### src/rtl/bp_reaction_sequencer.sv
// Round sequencer for the LED reaction-timer game: random pre-GO delay, lane select, ms counting, best time.
// Optional macro BP_FOUL_DETECT_EN enables false-start (FOUL) detection; without it stray switch moves are ignored.
module bp_reaction_sequencer #(
   parameter int CLK_PER_MS   = 25000,
   parameter int MIN_DELAY_MS = 1000,
   parameter int DELAY_BITS   = 10,
   parameter int TIMEOUT_MS   = 9999
) (
   input  logic        clk,
   input  logic        rst,
   input  logic        start,
   input  logic [7:0]  sw,
   output logic [7:0]  led,
   output logic [15:0] cur_ms,
   output logic [15:0] best_ms,
   output logic [2:0]  state,
   output logic        foul,
   output logic        timeout
);

   localparam int PW = (CLK_PER_MS > 1) ? $clog2(CLK_PER_MS) : 1;

   typedef enum logic [2:0] {
      S_IDLE = 3'd0,
      S_WAIT = 3'd1,
      S_GO   = 3'd2,
      S_DONE = 3'd3,
      S_FOUL = 3'd4
   } state_t;

   state_t        st;
   logic [15:0]   lfsr;
   logic [15:0]   lfsr_next;
   logic [PW-1:0] presc;
   logic          tick;
   logic [7:0]    sw_q;
   logic [7:0]    snap;
   logic [7:0]    diff;
   logic [7:0]    lane_mask;
   logic [2:0]    lane;
   logic [13:0]   delay;
   logic          lane_hit;
   logic          wait_foul;
   logic          go_foul;
   logic          track;

   // Galois form of x^16+x^14+x^13+x^11+1, shifting right.
   assign lfsr_next = {1'b0, lfsr[15:1]} ^ (lfsr[0] ? 16'hB400 : 16'h0000);
   assign tick      = (presc == PW'(CLK_PER_MS - 1));
   assign diff      = sw_q ^ snap;
   assign lane_mask = 8'b1 << lane;
   assign lane_hit  = |(diff & lane_mask);

`ifdef BP_FOUL_DETECT_EN
   assign wait_foul = |diff;
   assign go_foul   = |(diff & ~lane_mask);
   assign track     = 1'b0;
`else
   // Snapshot follows the switches so only a fresh lane move ends the round.
   assign wait_foul = 1'b0;
   assign go_foul   = 1'b0;
   assign track     = 1'b1;
`endif

   assign state = st;

   always_ff @(posedge clk) begin
      if (!rst) begin
         st      <= S_IDLE;
         lfsr    <= 16'hACE1;
         presc   <= '0;
         sw_q    <= '0;
         snap    <= '0;
         lane    <= '0;
         delay   <= '0;
         led     <= '0;
         cur_ms  <= '0;
         best_ms <= 16'hFFFF;
         foul    <= 1'b0;
         timeout <= 1'b0;
      end else begin
         lfsr  <= lfsr_next;
         sw_q  <= sw;
         presc <= tick ? '0 : presc + 1'b1;
         case (st)
            S_IDLE, S_DONE, S_FOUL: begin
               if (start) begin
                  st      <= S_WAIT;
                  led     <= '0;
                  foul    <= 1'b0;
                  timeout <= 1'b0;
                  lane    <= lfsr[2:0];
                  delay   <= 14'(MIN_DELAY_MS) + 14'(lfsr[3 +: DELAY_BITS]);
                  snap    <= sw_q;
                  presc   <= '0;
               end
            end
            S_WAIT: begin
               if (wait_foul) begin
                  st   <= S_FOUL;
                  led  <= 8'hFF;
                  foul <= 1'b1;
               end else begin
                  if (track) snap <= sw_q;
                  if (tick) begin
                     delay <= delay - 14'd1;
                     if (delay <= 14'd1) begin
                        st     <= S_GO;
                        cur_ms <= '0;
                        led    <= lane_mask;
                        presc  <= '0;
                     end
                  end
               end
            end
            S_GO: begin
               if (go_foul) begin
                  st   <= S_FOUL;
                  led  <= 8'hFF;
                  foul <= 1'b1;
               end else if (lane_hit) begin
                  // Valid result keeps the pre-tick count, even against a same-cycle timeout.
                  st  <= S_DONE;
                  led <= '0;
                  if (cur_ms < best_ms) best_ms <= cur_ms;
               end else begin
                  if (track) snap <= sw_q;
                  if (tick) begin
                     cur_ms <= cur_ms + 16'd1;
                     if (cur_ms + 16'd1 >= 16'(TIMEOUT_MS)) begin
                        st      <= S_DONE;
                        led     <= '0;
                        timeout <= 1'b1;
                     end
                  end
               end
            end
            default: st <= S_IDLE;
         endcase
      end
   end

endmodule
### config.mk
export PLATFORM = sky130hd
export DESIGN_NAME = bp_reaction_sequencer
export DESIGN_NICKNAME = d
export VERILOG_FILES = /design/src/rtl/bp_reaction_sequencer.sv
export SDC_FILE = /design/constraint.sdc
export NUM_CORES = 1
export LEC_CHECK = 0
export BUFFER_PORTS_ARGS = -buffer_cell sky130_fd_sc_hd__buf_2
export CAP_MARGIN = 20
export CORE_ASPECT_RATIO = 0.8
export CORE_MARGIN = 2
export CORE_UTILIZATION = 40
export DETAILED_ROUTE_END_ITERATION = 8
export GPL_ROUTABILITY_DRIVEN = 0
export GPL_TIMING_DRIVEN = 0
export PLACE_DENSITY = 0.65
export SETUP_SLACK_MARGIN = 0.1
export SLEW_MARGIN = 20
export SYNTH_ARGS = -nofsm -noshare
export SYNTH_HDL_FRONTEND = slang
export SYNTH_SLANG_ARGS = --single-unit
### constraint.sdc
create_clock -name clk -period 3.3 [get_ports clk]
set_clock_uncertainty 0.15 [all_clocks]
set_input_delay 0.165 -clock clk [delete_from_list [all_inputs] [get_ports clk]]
set_output_delay 0.165 -clock clk [all_outputs]
set_load 0.01 [all_outputs]
==> Yosys cells after proc, flatten, opt, wreduce, memory -nomap -nowiden <==
Index checks and enable logic that the tools add are counted.
{ "op_classes": {"add_sub_neg": 4, "bitwise_logic": 3, "order_cmp": 3, "n_mux": 36, "n_eq_ne": 13, "shifts": 1, "reduce_logical": 15} }
{ "op_table": {"columns": ["op", "count"], "rows": [
  ["16-bit 2-to-1 mux", 5],
  ["8-bit 2-to-1 mux", 8],
  ["15-bit 2-to-1 mux", 4],
  ["8-bit one-hot mux with 3 select lines", 2],
  ["16-bit one-hot mux with 2 select lines", 1],
  ["15-bit one-hot mux with 2 select lines", 1],
  ["14-bit 2-to-1 mux", 2],
  ["14-bit one-hot mux with 2 select lines", 1],
  ["3-bit 2-to-1 mux", 6],
  ["16-bit by 1-bit adder with 16-bit output, second input constant", 1],
  ["16-bit by 14-bit greater-or-equal comparator with 1-bit output, second input constant", 1],
  ["16-bit < comparator", 1],
  ["15-bit by 16-bit XOR with 16-bit output", 1],
  ["15-bit by 1-bit adder with 15-bit output, second input constant", 1],
  ["15-bit == test, second input constant", 1],
  ["5-bit AND reduction", 3],
  ["14-bit by 1-bit less-or-equal comparator with 1-bit output, second input constant", 1],
  ["14-bit by 1-bit subtractor with 14-bit output, second input constant", 1],
  ["2-bit != test, second input constant", 6],
  ["10-bit by 10-bit adder with 11-bit output, first input constant", 1],
  ["3-bit one-hot mux with 3 select lines", 1],
  ["3-bit AND reduction", 3],
  ["8-bit bitwise AND", 1],
  ["8-bit OR reduction", 1],
  ["other kinds (14)", 21]
]} }
{ "totals": {"input_bits": 11, "reg_bits": 108} }

==> Logic depth before layout (Yosys ltp) <==
Gate-level depths: netlist of run 1.
{ "logic_depth": {"word_depth": 6, "ltp_mapped": 10, "mapped_depth_nobuf": 9} }

==> Worst setup path after synthesis of run 1 <==
Ideal clock, no wire load.
{ "synth_path": {"path_kind": "reg2reg", "start": "register cur_ms[1]", "end": "register led[0]", "path_stages_with_launch": 10, "arrival_ps": 2337, "slack_ps": 741, "path_buffers": 1, "required_ps": 3078, "period_less_slack_ps": 2559, "cell_sequence": "dfxtp_1 > ha_1 > nand3_1 > nor2_1 > nand2_1 > nor4_1 > o211ai_2 > o211ai_1 > buf_4 > mux2i_1"} }
{ "synth_via": {"elab_chain_len": 4} }
{ "synth_lines": {"columns": ["item", "line", "rtl"], "rows": [
  ["from (decl)", "14", "output logic [15:0] cur_ms,"],
  ["from (signal assigned)", "129", "cur_ms <= cur_ms + 16'd1;"],
  ["16-bit by 1-bit adder with 16-bit output", "130", "if (cur_ms + 16'd1 >= 16'(TIMEOUT_MS)) begin"],
  ["16-bit by 14-bit greater-or-equal comparator with 1-bit output", "130", null],
  ["3-bit != test (no source line)", null, null],
  ["6-bit AND reduction (no source line)", null, null],
  ["to (signal assigned)", "110", "led <= lane_mask;"],
  ["to (decl)", "13", "output logic [7:0] led,"]
]} }
Every way passes these cells.
A chain may end at the register's enable or synchronous reset.

==> Worst setup path in the final report of run 1 <==
{ "layout_path": {"start": "register cur_ms[3]", "end": "register led[3]"} }
The elaborated chain is that of the path after synthesis.

==> reports/metrics.csv, run 1 <==
metric,value,unit
netlist_area,0.00558,mm2
vias,5011,
portBuffers,52,
syn_inst,657,
hold_viol_final,0,
first_iter_violations,498,
insertion_delay,350,ps
cp.required,3430,ps
grt_use_total,0.197,
min_path_type,in2reg,
synthFlopType,dfxtp_1,
initial_core_util,0.410,
tns,0,ps
finalMaxSlewViolations,0,
vdd_ir_drop_max,0.000385,V
arrival,3150,ps
numCtsBuffers,9,
final_cell_mix,"dfxtp_1 (106), buf_2 (58), nor2_1 (53), nand2_1 (53), inv_1 (45)",
final_common_cell,dfxtp_1,
diodes,0,
wl_per_cell,15.6,um
num_rows,38,
dieArea,0.0149,mm2
cts_htree_levels,3,
yosysWarnings,0,
antenna_found_initial,0,
dp.final_hpwl,10500,um
cp_max_fo,9,
place_area,0.00607,mm2
powerDensity,643,mW/mm2
status,"complete, no violations",
ant_nets,0,
finish.instance_area,0.00653,mm2
place_inst,890,
instances_no_fill,914,
fin_crit_sh,0.916,
core,0.0136,mm2
drc,0,
path_clk_slew,60,ps
reg2reg_slack,280,ps
endpoint_kind,flop,
ys_seq_area_frac,0.384,
cts_tree,built,
grt_pass1_vias,4614,
max_cap_viol_count,0,
period_minus_slack,3020,ps
post_cts_buffers,0,
rsz0062_at_grt,false,
ys_ff_latch,107,
fp.dieW,136,um
worst_slew_pin_slew,918,ps
drt-vias-per-instance,5.48,
grt_max_degree,17,
startpoint_type,flop,
wl,14200,um
setup-violations-final,0,
async_flop_share,0,
relSlewSlack,0.378,
power.leakage,2.69,nW
grt_overflow,0,
dr.pass1.iters,6,
ys_types,66,
synth_enable_flop_cells,0,
grt_pass1_wl,23100,um
path_class,reg2reg,
drive_gt1_frac,0.127,
die_h,110,um
cts.sinks,107,
nNetsFinal,764,
syn_avg_cell_area,8.49,um2
root_buffer,clkbuf_16,
cts_buffer_depth,2,
syn_to_final_growth,17.2,%
fmaxAchievable,0.331,GHz
io_pins,56,
[per-stage QoR]
step	total power, W	utilization	hold WS, ps	setup slack, ps
global route	0.00446	0.480	25.8	120
CTS	0.00421	0.480	12.7	229
floorplan	0.00254	-	142	741
finish	0.00420	0.480	19.2	277
detailed placement	0.00287	0.446	224	118
global placement	0.00283	0.446	224	185
[synth_stat cells (6+ instances only)]
cell / n / share of area
mux2i_1: 19 / 0.034
inv_1: 45 / 0.030
o21ai_0: 38 / 0.034
nor3_1: 13 / 0.012
xor2_1: 14 / 0.022
nand4_1: 16 / 0.018
o311ai_0: 17 / 0.027
ha_1: 24 / 0.054
o211ai_1: 16 / 0.022
buf_2: 6 / 0.0054
and2_1: 22 / 0.025
nor2b_1: 13 / 0.015
nand3_1: 17 / 0.015
nor2_1: 54 / 0.036
clkbuf_1: 28 / 0.019
a21oi_1: 24 / 0.022
nand2b_1: 12 / 0.013
xnor2_1: 23 / 0.036
dfxtp_1: 107 / 0.38
o31ai_1: 12 / 0.016
nand2_1: 53 / 0.036
[state kept, by name, indices dropped and copies added (netlist names)]
signal / cells
timeout: 1
delay: 14
sw_q: 8
lane: 3
snap: 8
cur_ms: 16
best_ms: 16
presc: 15
lfsr: 16
state: 2
led: 8
[kinds of logic (layout without fill, tap and decap cells)]
group / Yosys count / count (layout) / share of synthesized area
buffers and inverters: 85 / 161 / 0.0610
adder cells (fa/ha/maj): 24 / 24 / 0.0538
AND/OR/NAND/NOR: 230 / 230 / 0.216
multiplexers: 20 / 20 / 0.0361
XOR/XNOR: 37 / 37 / 0.0581
AO/OA/AOI/OAI: 153 / 153 / 0.190
other: 1 / 2 / 0.000672
flip-flops: 107 / 107 / 0.384
[metal layers]
layer | part of all wire | wire [um] | vias up | global-route usage
met3 | 0.060 | 857 | 14 | 0.0396
met4 | 0.011 | 158 | 0 | 0.0580
met1 | 0.48 | 6810 | 2385 | 0.276
met5 | 0 | 0 | - | 0
met2 | 0.45 | 6390 | 147 | 0.308
li1 | - | - | 2465 | -
[power by group]
group          internal, W  total (W)  switching, W
clock             0.000860    0.00133      0.000469
sequential         0.00145    0.00159      0.000137
combinational     0.000493    0.00129      0.000793
[critical path, stage by stage, from the launching register on]
cell and delay [ps]:
dfxtp_1 400, buf_2 230, nand4_2 260, nor4_1 650, o211ai_1 180, a31oi_1 230
o211ai_2 180, o211ai_1 220, buf_4 250, mux2i_1 200
[what timing repair did]
action / CTS / global route
endpoints found under the setup margin: 1 / 9
hold endpoints to repair: 8 / 0
gates resized for setup: 1 / 3
pin swaps: 0 / 0
hold buffers: 8 / 0
[worst paths after layout]
check	start	to	cells after the start
worst max-delay path	cur_ms[3]	led[3]	9
worst max register to register	cur_ms[3]	led[3]	9
worst min register to register	led[5]	led[5]	2
worst min-delay path	start	lane[2]	3
[final cells by class]
cell class / count / area, um2
clock inverter: 4 / 120
clock buffer: 12 / 256
timing repair buffer: 60 / 340
inverter: 45 / 169
buffer: 40 / 171
fill: 1318 / 7060
sequential: 107 / 2140
multi-input combinational: 466 / 3110
tap: 180 / 225
Power figures use the tool's default switching activity.
==> run 2: changes to the inputs <==
--- a/config.mk
+++ b/config.mk
@@ -5,6 +5,7 @@
 export SDC_FILE = /design/constraint.sdc
 export NUM_CORES = 1
 export LEC_CHECK = 0
+export ABC_AREA = 1
 export BUFFER_PORTS_ARGS = -buffer_cell sky130_fd_sc_hd__buf_2
 export CAP_MARGIN = 20
 export CORE_ASPECT_RATIO = 0.8
==> run 2 against run 1 <==
  * Final cell count up 12%
  * Global-route usage down 0.23 points
  * First-iteration DRC count fell by 26%
  * Highest routed layer unchanged
  * Sequential power grew 8%
  * Critical path type unchanged
  * Synthesized cell count rose by 16%
  * Sequential cell count unchanged
  * Area after synthesis is 0.43% lower
  * Worst setup slack gained 490 ps
  * Via count is 0.46% higher
  * Critical endpoint is now state[0]
  * Register-to-register slack improved by 490 ps
==> reports/metrics.csv, run 2 <==
metric,value,unit,change
status,"complete, no violations",,unchanged
drc,0,,unchanged
grt_use_total,0.195,,was 0.197
ys_seq_area_frac,0.386,,was 0.384
syn_avg_cell_area,7.28,um2,was 8.49 um2
power.internal,0.00281,W,was 0.00280 W
initial_core_util,0.410,,about the same
core,0.0136,mm2,about the same
finalMaxSlewViolations,0,,unchanged
combPwrFrac,0.414,,was 0.306
worst_slew_pin_slew,745,ps,was 918 ps
fin_crit_sh,0.767,,was 0.916
max_cap_viol_count,0,,unchanged
drt-vias-per-instance,4.94,,was 5.48
endpoint_kind,flop,,unchanged
rsz0062_at_grt,false,,unchanged
crit_chain,ha_1 -> nand3_1 -> nor2_1 -> nand2_1 -> nand2_1 -> nor2_1 -> nand3_1 -> nand3_1 -> nand2_2 -> nand2_2 -> nand2_4 -> buf_8 -> nand3_2 -> nand2_1 -> nor2_1,,was buf_2 -> nand4_2 -> nor4_1 -> o211ai_1 -> a31oi_1 -> o211ai_2 -> o211ai_1 -> buf_4 -> mux2i_1
cp_slowest_stage_delay,500,ps,was 650 ps
final_common_cell,nand2_1,,was dfxtp_1
powerDensity,740,mW/mm2,was 643 mW/mm2
synth.top_cell.area_share,0.386,,was 0.384
diodes,0,,unchanged
seqPwrFrac,0.363,,was 0.377
grt_overflow,0,,unchanged
final_util,0.474,,was 0.480
arrival,2620,ps,was 3150 ps
portBuffers,52,,unchanged
timing.critical_path.buf_inv,1,,was 2
period_minus_slack,2530,ps,was 3020 ps
switchingPower,0.00194,W,was 0.00140 W
ys_types,44,,was 66
insertion_delay,350,ps,about the same
path_clk_slew,80,ps,was 60 ps
num_rows,38,,unchanged
cts_tree,built,,unchanged
io_pins,56,,unchanged
grt_pass1_wl,22700,um,was 23100 um
regArea,0.00214,mm2,about the same
place_ws,843,ps,was 118 ps
cts.sinks,107,,unchanged
fp.dieW,136,um,about the same
wl_per_cell,13.4,um,was 15.6 um
numCtsBuffers,9,,unchanged
setup-violations-final,0,,unchanged
largestRegisters,"best_ms x16, cur_ms x16, lfsr x16",,unchanged
cts_buffer_depth,2,,unchanged
grt_max_degree,19,,was 17
tns,0,ps,unchanged
startpoint,cur_ms[1],,was cur_ms[3]
syn_to_final_growth,15.6,%,was 17.2%
synth_enable_flop_cells,0,,unchanged
nFillCells,1388,,was 1318
cp_slowest_cell,dfxtp_1,,was nor4_1
ys_ff_latch,107,,unchanged
multiInputGateArea,0.00289,mm2,was 0.00311 mm2
min_from,start,,unchanged
fmaxAchievable,0.395,GHz,was 0.331 GHz
synth_commonest_cells,"nand2_1 (138), dfxtp_1 (107), inv_1 (94)",,"was dfxtp_1 (107), nor2_1 (54), nand2_1 (53)"
worst_slack,769,ps,was 277 ps
die_h,109,um,was 110 um
startpoint_type,flop,,unchanged
vias,5034,,was 5011
cp.required,3390,ps,was 3430 ps
final_cell_mix,"nand2_1 (138), dfxtp_1 (107), inv_1 (94)",,"was dfxtp_1 (106), buf_2 (58), nor2_1 (53), nand2_1 (53), inv_1 (45)"
antenna_found_initial,0,,unchanged
dp.final_hpwl,10200,um,was 10500 um
drive_gt1_frac,0.160,,was 0.127
vdd_ir_drop_max,0.000361,V,was 0.000385 V
whs,95.6,ps,was 19.2 ps
hold_viol_final,0,,unchanged
min_path_type,in2reg,,unchanged
path_class,reg2reg,,unchanged
yosysTopAreaCell,dfxtp_1,,unchanged
cp_max_fo,10,,was 9
wl,13700,um,was 14200 um
clock_power_share,0.223,,was 0.316
yosysWarnings,0,,unchanged
synthFlopType,dfxtp_1,,unchanged
cts_htree_levels,3,,unchanged
power.leakage,2.99,nW,was 2.69 nW
root_buffer,clkbuf_16,,unchanged
reg2reg_from,cur_ms[1],,was cur_ms[3]
dr.pass1.iters,5,,was 6
relSlewSlack,0.503,,was 0.378
synth.area.top_cells,"dfxtp_1 (39%), nand2_1 (9.3%), inv_1 (6.4%)",,"was dfxtp_1 (38%), ha_1 (5.4%), nor2_1 (3.6%)"
syn_inst,763,,was 657
first_iter_violations,370,,was 498
yosys.cell_count.top_type,nand2_1,,was dfxtp_1
async_flop_share,0,,unchanged
grt_pass1_vias,4452,,was 4614
swShare,0.409,,was 0.333
dieArea,0.0148,mm2,was 0.0149 mm2
netlist_area,0.00555,mm2,was 0.00558 mm2
nNetsFinal,870,,was 764
critPathTopFamily,simple AND/OR/NAND/NOR gates,,unchanged
ant_nets,0,,unchanged
[run 2: what timing repair did]
action / 4_1_cts / 5_1_grt
buffers inserted: 0 / 0
hold buffers: 8 / 0
resized for setup: 0 / 0
endpoints found under the hold margin: 8 / 0
[run 2: area by class of cell]
cell class | count | share of cell area
multi-input combinational | 530 | 0.450
sequential | 107 | 0.334
inverter | 100 | 0.0585
timing repair buffer | 60 | 0.0530
clock buffer | 11 | 0.0394
tap | 180 | 0.0351
buffer | 27 | 0.0238
clock inverter | 5 | 0.00702
[run 2: kinds of logic (layout without fill, tap and decap cells)]
| kind of cell | after synthesis | after routing | synth area share |
|---|---|---|---|
| AND/OR/NAND/NOR | 340 | 340 | 0.277 |
| flip-flops | 107 | 107 | 0.386 |
| other | 1 | 2 | 0.000675 |
| buffers and inverters | 127 | 203 | 0.0951 |
| AO/OA/AOI/OAI | 148 | 148 | 0.162 |
| adder cells (fa/ha/maj) | 24 | 24 | 0.0541 |
| XOR/XNOR | 16 | 16 | 0.0252 |
[run 2: final timing paths]
| path | endpoint | slack, ps | cells past startpoint |
|---|---|---|---|
| worst max register to register | state[0] | 770 | 15 |
| worst min register to register | lfsr[14] | 270 | 2 |
| worst min-delay path | lane[0] | 100 | 3 |
| worst max-delay path | state[0] | 770 | 15 |
[run 2: routing by layer]
layer | vias up | global-route usage | part of all wire
li1 | 2653 | - | -
met1 | 2226 | 0.302 | 0.54
met2 | 139 | 0.268 | 0.38
met3 | 16 | 0.0392 | 0.064
met4 | 0 | 0.0580 | 0.013
met5 | - | 0 | 0
[run 2: per-stage QoR]
step | cell area (um2) | power [W] | std cells
2_1_floorplan | 5560 | 0.00321 | 764
3_3_place_gp | 6040 | 0.00368 | 996
3_5_place_dp | 6040 | 0.00369 | 996
4_1_cts | 6420 | 0.00477 | 1020
5_1_grt | 6420 | 0.00514 | 1020
6_report | 6420 | 0.00475 | 1020
[run 2: worst min-delay path, delay by kind of cell]
family / cells / cell delay, ps
and+or+nand+nor: 1 / 170
buffers and inverters: 1 / 130
AOI/OAI and AO/OA: 1 / 90
[run 2: power by group through the flow]
stage / Sequential [W] / Combinational, W / Clock, W
floorplan: 0.00176 / 0.00145 / 0
global placement: 0.00175 / 0.00193 / 0
detailed placement: 0.00175 / 0.00194 / 0
CTS: 0.00172 / 0.00196 / 0.00110
global route: 0.00176 / 0.00223 / 0.00115
finish: 0.00172 / 0.00196 / 0.00106
